## config.mk

```make
export PLATFORM = sky130hd
export DESIGN_NAME = kj_sync_tx_flat
export DESIGN_NICKNAME = d
export VERILOG_FILES = /design/src/rtl/kj_sync_tx_if.sv /design/src/rtl/kj_sync_tx.sv /design/src/flat_wrapper.sv
export SDC_FILE = /design/constraint.sdc
export NUM_CORES = 1
export LEC_CHECK = 0
export ABC_AREA = 1
export CAP_MARGIN = 5
export CORE_MARGIN = 4
export CORE_UTILIZATION = 35
export DETAILED_ROUTE_END_ITERATION = 7
export DONT_BUFFER_PORTS = 1
export GPL_ROUTABILITY_DRIVEN = 0
export SLEW_MARGIN = 20
export SYNTH_ARGS = -nofsm -noshare
export SYNTH_HDL_FRONTEND = slang
export SYNTH_SLANG_ARGS = --single-unit
```

## constraint.sdc

```tcl
create_clock -name CLK -period 2 [get_ports CLK]
set_input_delay 0.4 -clock CLK [delete_from_list [all_inputs] [get_ports CLK]]
set_output_delay 0.4 -clock CLK [all_outputs]
set_load 0.03 [all_outputs]
```

## src/rtl/kj_sync_tx_if.sv

```systemverilog
// Transmit-side bundle between a packet source and the K/J line transmitter.
// The master issues start/data; the slave (transmitter) drives status and line.
interface kj_sync_tx_if #(
  parameter int DATA_W = 8
);
  logic              start;
  logic [DATA_W-1:0] data;
  logic              busy;
  logic              done;
  logic              tx_k;
  logic              tx_j;
  logic              tx_en;

  modport master (
    output start, data,
    input  busy, done, tx_k, tx_j, tx_en
  );

  modport slave (
    input  start, data,
    output busy, done, tx_k, tx_j, tx_en
  );
endinterface

```

## src/rtl/kj_sync_tx.sv

```systemverilog
// K/J line transmitter: SYNC (KJKJKJKK), NRZI bit-stuffed payload LSB first,
// SE0 end-of-packet, then back to idle J.
//
// state | meaning
// ------+------------------------------------------------------------
// IDLE  | line idle J, tx_en low; accepts start and latches data
// SYNC  | emitting KJKJKJKK; leaves the NRZI reference level at K
// DATA  | one NRZI symbol per cycle, stuffed toggle after a run of ones
// EOP   | SE0 for EOP_LEN cycles, then done pulse on return to IDLE
module kj_sync_tx #(
  parameter int DATA_W    = 8,
  parameter int STUFF_LEN = 6,
  parameter int EOP_LEN   = 2
) (
  input logic           CLK,
  input logic           RST,
  kj_sync_tx_if.slave   bus
);

  // Symbol counter also indexes the 8 SYNC symbols, so it needs >= 3 bits
  // (DATA_W >= 4).
  localparam int CW = $clog2(DATA_W) + 1;
  localparam int OW = $clog2(STUFF_LEN) + 1;

  localparam logic [CW-1:0] SYNC_LAST = CW'(7);
  localparam logic [CW-1:0] DATA_END  = CW'(DATA_W);
  localparam logic [CW-1:0] EOP_END   = CW'(EOP_LEN);
  localparam logic [OW-1:0] STUFF_AT  = OW'(STUFF_LEN);

  // Bit i set means SYNC symbol i is K: K,J,K,J,K,J,K,K from index 0.
  localparam logic [7:0] SYNC_PAT = 8'hD5;

  typedef enum logic [1:0] {
    IDLE = 2'd0,
    SYNC = 2'd1,
    DATA = 2'd2,
    EOP  = 2'd3
  } state_t;

  state_t            state;
  logic [DATA_W-1:0] shreg;
  logic [CW-1:0]     sym_cnt;
  logic [OW-1:0]     ones_cnt;
  logic              lvl;      // NRZI line level, 1 = K, 0 = J

  // Packet sequencer; every output is registered here.
  always_ff @(posedge CLK or negedge RST) begin
    if (!RST) begin
      state     <= IDLE;
      shreg     <= '0;
      sym_cnt   <= '0;
      ones_cnt  <= '0;
      lvl       <= 1'b0;
      bus.busy  <= 1'b0;
      bus.done  <= 1'b0;
      bus.tx_k  <= 1'b0;
      bus.tx_j  <= 1'b1;
      bus.tx_en <= 1'b0;
    end else begin
      bus.done <= 1'b0;
      case (state)
        IDLE: begin
          if (bus.start) begin
            shreg     <= bus.data;
            sym_cnt   <= CW'(1);
            state     <= SYNC;
            bus.busy  <= 1'b1;
            bus.tx_en <= 1'b1;
            bus.tx_k  <= 1'b1;
            bus.tx_j  <= 1'b0;
          end else begin
            bus.busy  <= 1'b0;
            bus.tx_en <= 1'b0;
            bus.tx_k  <= 1'b0;
            bus.tx_j  <= 1'b1;
          end
        end

        SYNC: begin
          bus.tx_k <= SYNC_PAT[sym_cnt[2:0]];
          bus.tx_j <= ~SYNC_PAT[sym_cnt[2:0]];
          if (sym_cnt == SYNC_LAST) begin
            state    <= DATA;
            sym_cnt  <= '0;
            ones_cnt <= '0;
            lvl      <= 1'b1;
          end else begin
            sym_cnt <= sym_cnt + CW'(1);
          end
        end

        DATA: begin
          if (ones_cnt == STUFF_AT) begin
            // Stuffed toggle; payload does not advance.
            lvl      <= ~lvl;
            bus.tx_k <= ~lvl;
            bus.tx_j <= lvl;
            ones_cnt <= '0;
          end else if (sym_cnt != DATA_END) begin
            if (shreg[0]) begin
              bus.tx_k <= lvl;
              bus.tx_j <= ~lvl;
              ones_cnt <= ones_cnt + OW'(1);
            end else begin
              lvl      <= ~lvl;
              bus.tx_k <= ~lvl;
              bus.tx_j <= lvl;
              ones_cnt <= '0;
            end
            shreg   <= shreg >> 1;
            sym_cnt <= sym_cnt + CW'(1);
          end else begin
            // First SE0 goes out on the same edge we enter EOP.
            bus.tx_k <= 1'b0;
            bus.tx_j <= 1'b0;
            sym_cnt  <= CW'(1);
            state    <= EOP;
          end
        end

        EOP: begin
          if (sym_cnt >= EOP_END) begin
            state     <= IDLE;
            bus.busy  <= 1'b0;
            bus.tx_en <= 1'b0;
            bus.tx_k  <= 1'b0;
            bus.tx_j  <= 1'b1;
            bus.done  <= 1'b1;
          end else begin
            sym_cnt <= sym_cnt + CW'(1);
          end
        end

        default: state <= IDLE;
      endcase
    end
  end

endmodule
```

## src/flat_wrapper.sv

```systemverilog
// flat-port wrapper written by rule: the top's interface ports become plain ports
module kj_sync_tx_flat 
#(
  parameter int DATA_W    = 8,
  parameter int STUFF_LEN = 6,
  parameter int EOP_LEN   = 2
)
  (CLK, RST, bus_start, bus_data, bus_busy, bus_done, bus_tx_k, bus_tx_j, bus_tx_en);
  kj_sync_tx_if #(.DATA_W(DATA_W)) bus_i ();
  input logic CLK;
  input logic RST;
  input wire logic [$bits(bus_i.start)-1:0] bus_start;
  input wire logic [$bits(bus_i.data)-1:0] bus_data;
  output wire logic [$bits(bus_i.busy)-1:0] bus_busy;
  output wire logic [$bits(bus_i.done)-1:0] bus_done;
  output wire logic [$bits(bus_i.tx_k)-1:0] bus_tx_k;
  output wire logic [$bits(bus_i.tx_j)-1:0] bus_tx_j;
  output wire logic [$bits(bus_i.tx_en)-1:0] bus_tx_en;
  assign bus_i.start = bus_start;
  assign bus_i.data = bus_data;
  assign bus_busy = bus_i.busy;
  assign bus_done = bus_i.done;
  assign bus_tx_k = bus_i.tx_k;
  assign bus_tx_j = bus_i.tx_j;
  assign bus_tx_en = bus_i.tx_en;
  kj_sync_tx #(.DATA_W(DATA_W), .STUFF_LEN(STUFF_LEN), .EOP_LEN(EOP_LEN)) u_core (.CLK(CLK), .RST(RST), .bus(bus_i));
endmodule
```

==> flow_summary_export.csv <==
group,metric,value,unit
status,status,"complete, no violations",
detailed_routing,ant_nets,0,
placement,port_buffers,0,
die,die-area,5510,sq um
sta,fmax,551,MHz
die,die_h,74.2,um
pwr,pwr-share-comb,55.6,%
finish,drive_gt1_share,21.4,%
synthesis,syn_area_per_cell,8.57,sq um
critical_path,worst_r2r_path_depth,8,
sta,setup_viol,0,
sta,relSlewSlack,61.8,%
synthesis,synth_top_family_by_area,"simple AND/OR/NAND/NOR gates",
synthesis,synth_compound_area_share,15.6,%
finish,diodes,0,
sta,rsz0062_at_grt,"no",
worst_hold_path,hold_class,"input port to async pin",
global_routing,grt_max_degree,24,
sta,period_minus_slack,1810,ps
clocking,cts_tree,"done",
sta,tns,0,ps
die,num_io_pins,16,
critical_path,arrival,2000,ps
die,start_util,37.3,%
sta,skew,2.05,ps
critical_path,crit_fanout,10,
sta,fin_crit_sh,90.7,%
die,core_area,4120,sq um
detailed_routing,vias,1099,
finish,nets,204,
die,rows,23,
pwr,sw_frac_of_total,49.5,%
detailed_routing,drc_errors,0,
flow_run,cap_violations,0,
global_routing,grt-ovfl-total,0,
clocking,numCtsBuffers,3,
clocking,clkTransAtPathRegs,80,ps
pwr,seqPwrFrac,33.8,%
critical_path,start_kind,"flip-flop",
placement,hpwl,2200,um
detailed_routing,top_layer,"met4",
detailed_routing,drt_iter0_markers,52,
clocking,cts_buffer_depth,2,
pwr,p_int,0.00138,W
synthesis,synth_nets,200,
clocking,cts_setup_buffers,0,
die,fp.dieW,74.2,um
pwr,power_density,1680,nW/um^2
clocking,insertion_delay,260,ps
critical_path,end_kind,"flip-flop",
detailed_routing,routed_via_density,4.74,
synthesis,ys_seq_area_share,37.6,%
critical_path,path_class,"flip-flop to flip-flop",
pwr,power.clock.fraction,10.6,%
global_routing,grt_pass1_wl,4940,um
synthesis,synthAdderAreaFrac,8.16,%
pwr,irDropWorstVdd,0.641,mV
sta,worst_pin_slew,573,ps
sta,hold_ws,106,ps
global_routing,antenna_found_initial,0,
clocking,cts_root_buf,"clkbuf_8",
clocking,clock_sinks,23,
synthesis,synth_cell_types,32,
sta,hold_violations,0,
synthesis,synth_xor_area_share,1.14,%
pwr,p_leak,0.757,nW
synthesis,synth_cells,179,
detailed_routing,met1Wirelength,1400,um
detailed_routing,post_drt_wl_per_cell,12.2,um
critical_path,cp_data_required_time,2190,ps
synthesis,ys_warn_count,0,
pwr,power_switching,0.00135,W
detailed_routing,firstDrtPassIters,4,
global_routing,grt_pass1_vias,1045,
synthesis,synth_seq_cells,23,
synthesis,netlist_area,1530,sq um
detailed_routing,wl_met2,1290,um
global_routing,grt_use_total,11.5,%
synthesis,synth-simple-area-share,30.3,%
synthesis,synthMuxAreaShare,0,%
detailed_routing,met3_length,130,um
finish,area_growth,6.04,%
clocking,htree_levels,1,
detailed_routing,drt_wl_total,2840,um
sta,drv_slew,0,
sequential cells by signal (all words and copies together), names as in the netlist:
name,flops
u_core.bus.tx_j,1
u_core.bus.done,1
u_core.bus.tx_k,1
u_core.lvl,1
u_core.state,2
u_core.shreg,8
u_core.bus.busy,1
u_core.sym_cnt,4
u_core.ones_cnt,4
logic make-up after synthesis:
| group | after synthesis |
|---|---|
| XOR/XNOR | 2 |
| AND/OR/NAND/NOR | 88 |
| flip-flops | 23 |
| AO/OA/AOI/OAI | 32 |
| adder cells (fa/ha/maj) | 10 |
| buffers and inverters | 24 |
final cells by class:
type | count | area, sq um
timing repair buffer | 3 | 20.0
clock buffer | 3 | 41.3
inverter | 20 | 75.1
tap | 50 | 62.6
clock inverter | 1 | 5.00
multi-input combinational | 132 | 846
sequential | 23 | 577
fill | 434 | 2490
cell usage after synthesis, drive strengths merged:
cell / instances / area share [%]
nor2: 21 / 9.7
clkinv: 1 / 0.24
dfrtp: 22 / 36
or2: 1 / 0.41
buf: 4 / 2.4
dfstp: 1 / 1.7
nand3: 15 / 5.2
a31oi: 8 / 6.5
nand4: 1 / 0.41
inv: 19 / 4.6
o21ai: 19 / 7.2
nor3: 2 / 0.65
nand3b: 1 / 0.73
ha: 10 / 8.2
nand2: 47 / 13
xor2: 1 / 0.57
a21oi: 5 / 1.9
xnor2: 1 / 0.57
power by group through the flow:
stage	Combinational [W]	Clock, W	Sequential [W]
6_report	0.00152	0.000290	0.000923
5_1_grt	0.00173	0.000325	0.000950
4_1_cts	0.00153	0.000310	0.000928
3_5_place_dp	0.00152	0	0.000938
3_3_place_gp	0.00151	0	0.000936
2_1_floorplan	0.00137	0	0.000873
what timing repair did:
action / 4_1_cts / 5_1_grt
gates resized for setup: 0 / 0
endpoints found under the hold margin: 23 / 0
hold buffers: 1 / 0
cell usage in the layout, fill, tap and decap left out, drive strengths merged, types with 2 or more instances in the layout:
master	netlist	routed
a21oi	5	5
a31oi	8	8
buf	4	3
clkbuf	0	3
clkinv	1	2
dfrtp	22	22
ha	10	10
inv	19	19
nand2	47	47
nand3	15	15
nor2	21	21
nor3	2	2
o21ai	19	19
final timing paths:
check,start,endpoint,slack (ps)
max,u_core.state[0],u_core.sym_cnt[0],190
min,RST,u_core.sym_cnt[2],110
max reg2reg,u_core.state[0],u_core.sym_cnt[0],190
min reg2reg,u_core.shreg[7],u_core.shreg[7],520
max in group asynchronous,RST,u_core.bus.tx_j,1530
min in group CLK,bus_data[7],u_core.shreg[7],260
worst max-delay path, stage by stage, from the launching register on:
cell and delay [ps]:
dfrtp_1 410, inv_1 110, ha_1 390, clkinv_1 390, nand3_1 190, nand2_1 60, nand3_1 60, nand2_1 40
o21ai_0 70
per-stage QoR:
stage / setup WS [ps] / total power [W] / area, sq um / util, % / cells
final: 186 / 0.00273 / 1630 / 39.5 / 232
after global routing: 56.3 / 0.00301 / 1630 / 39.5 / 232
after CTS: 194 / 0.00277 / 1630 / 39.6 / 232
after detailed placement: 213 / 0.00246 / 1580 / 38.3 / 227
after global placement: 253 / 0.00245 / 1580 / 38.3 / 227
after floorplan: 504 / 0.00224 / 1530 / - / 179
per-layer routing:
layer,global-route usage [%],vias up
met4,3.02,0
met2,18.2,16
met3,3.78,2
met1,15.2,487
met5,0,-
li1,-,594
(Power assumes the default switching activity.)
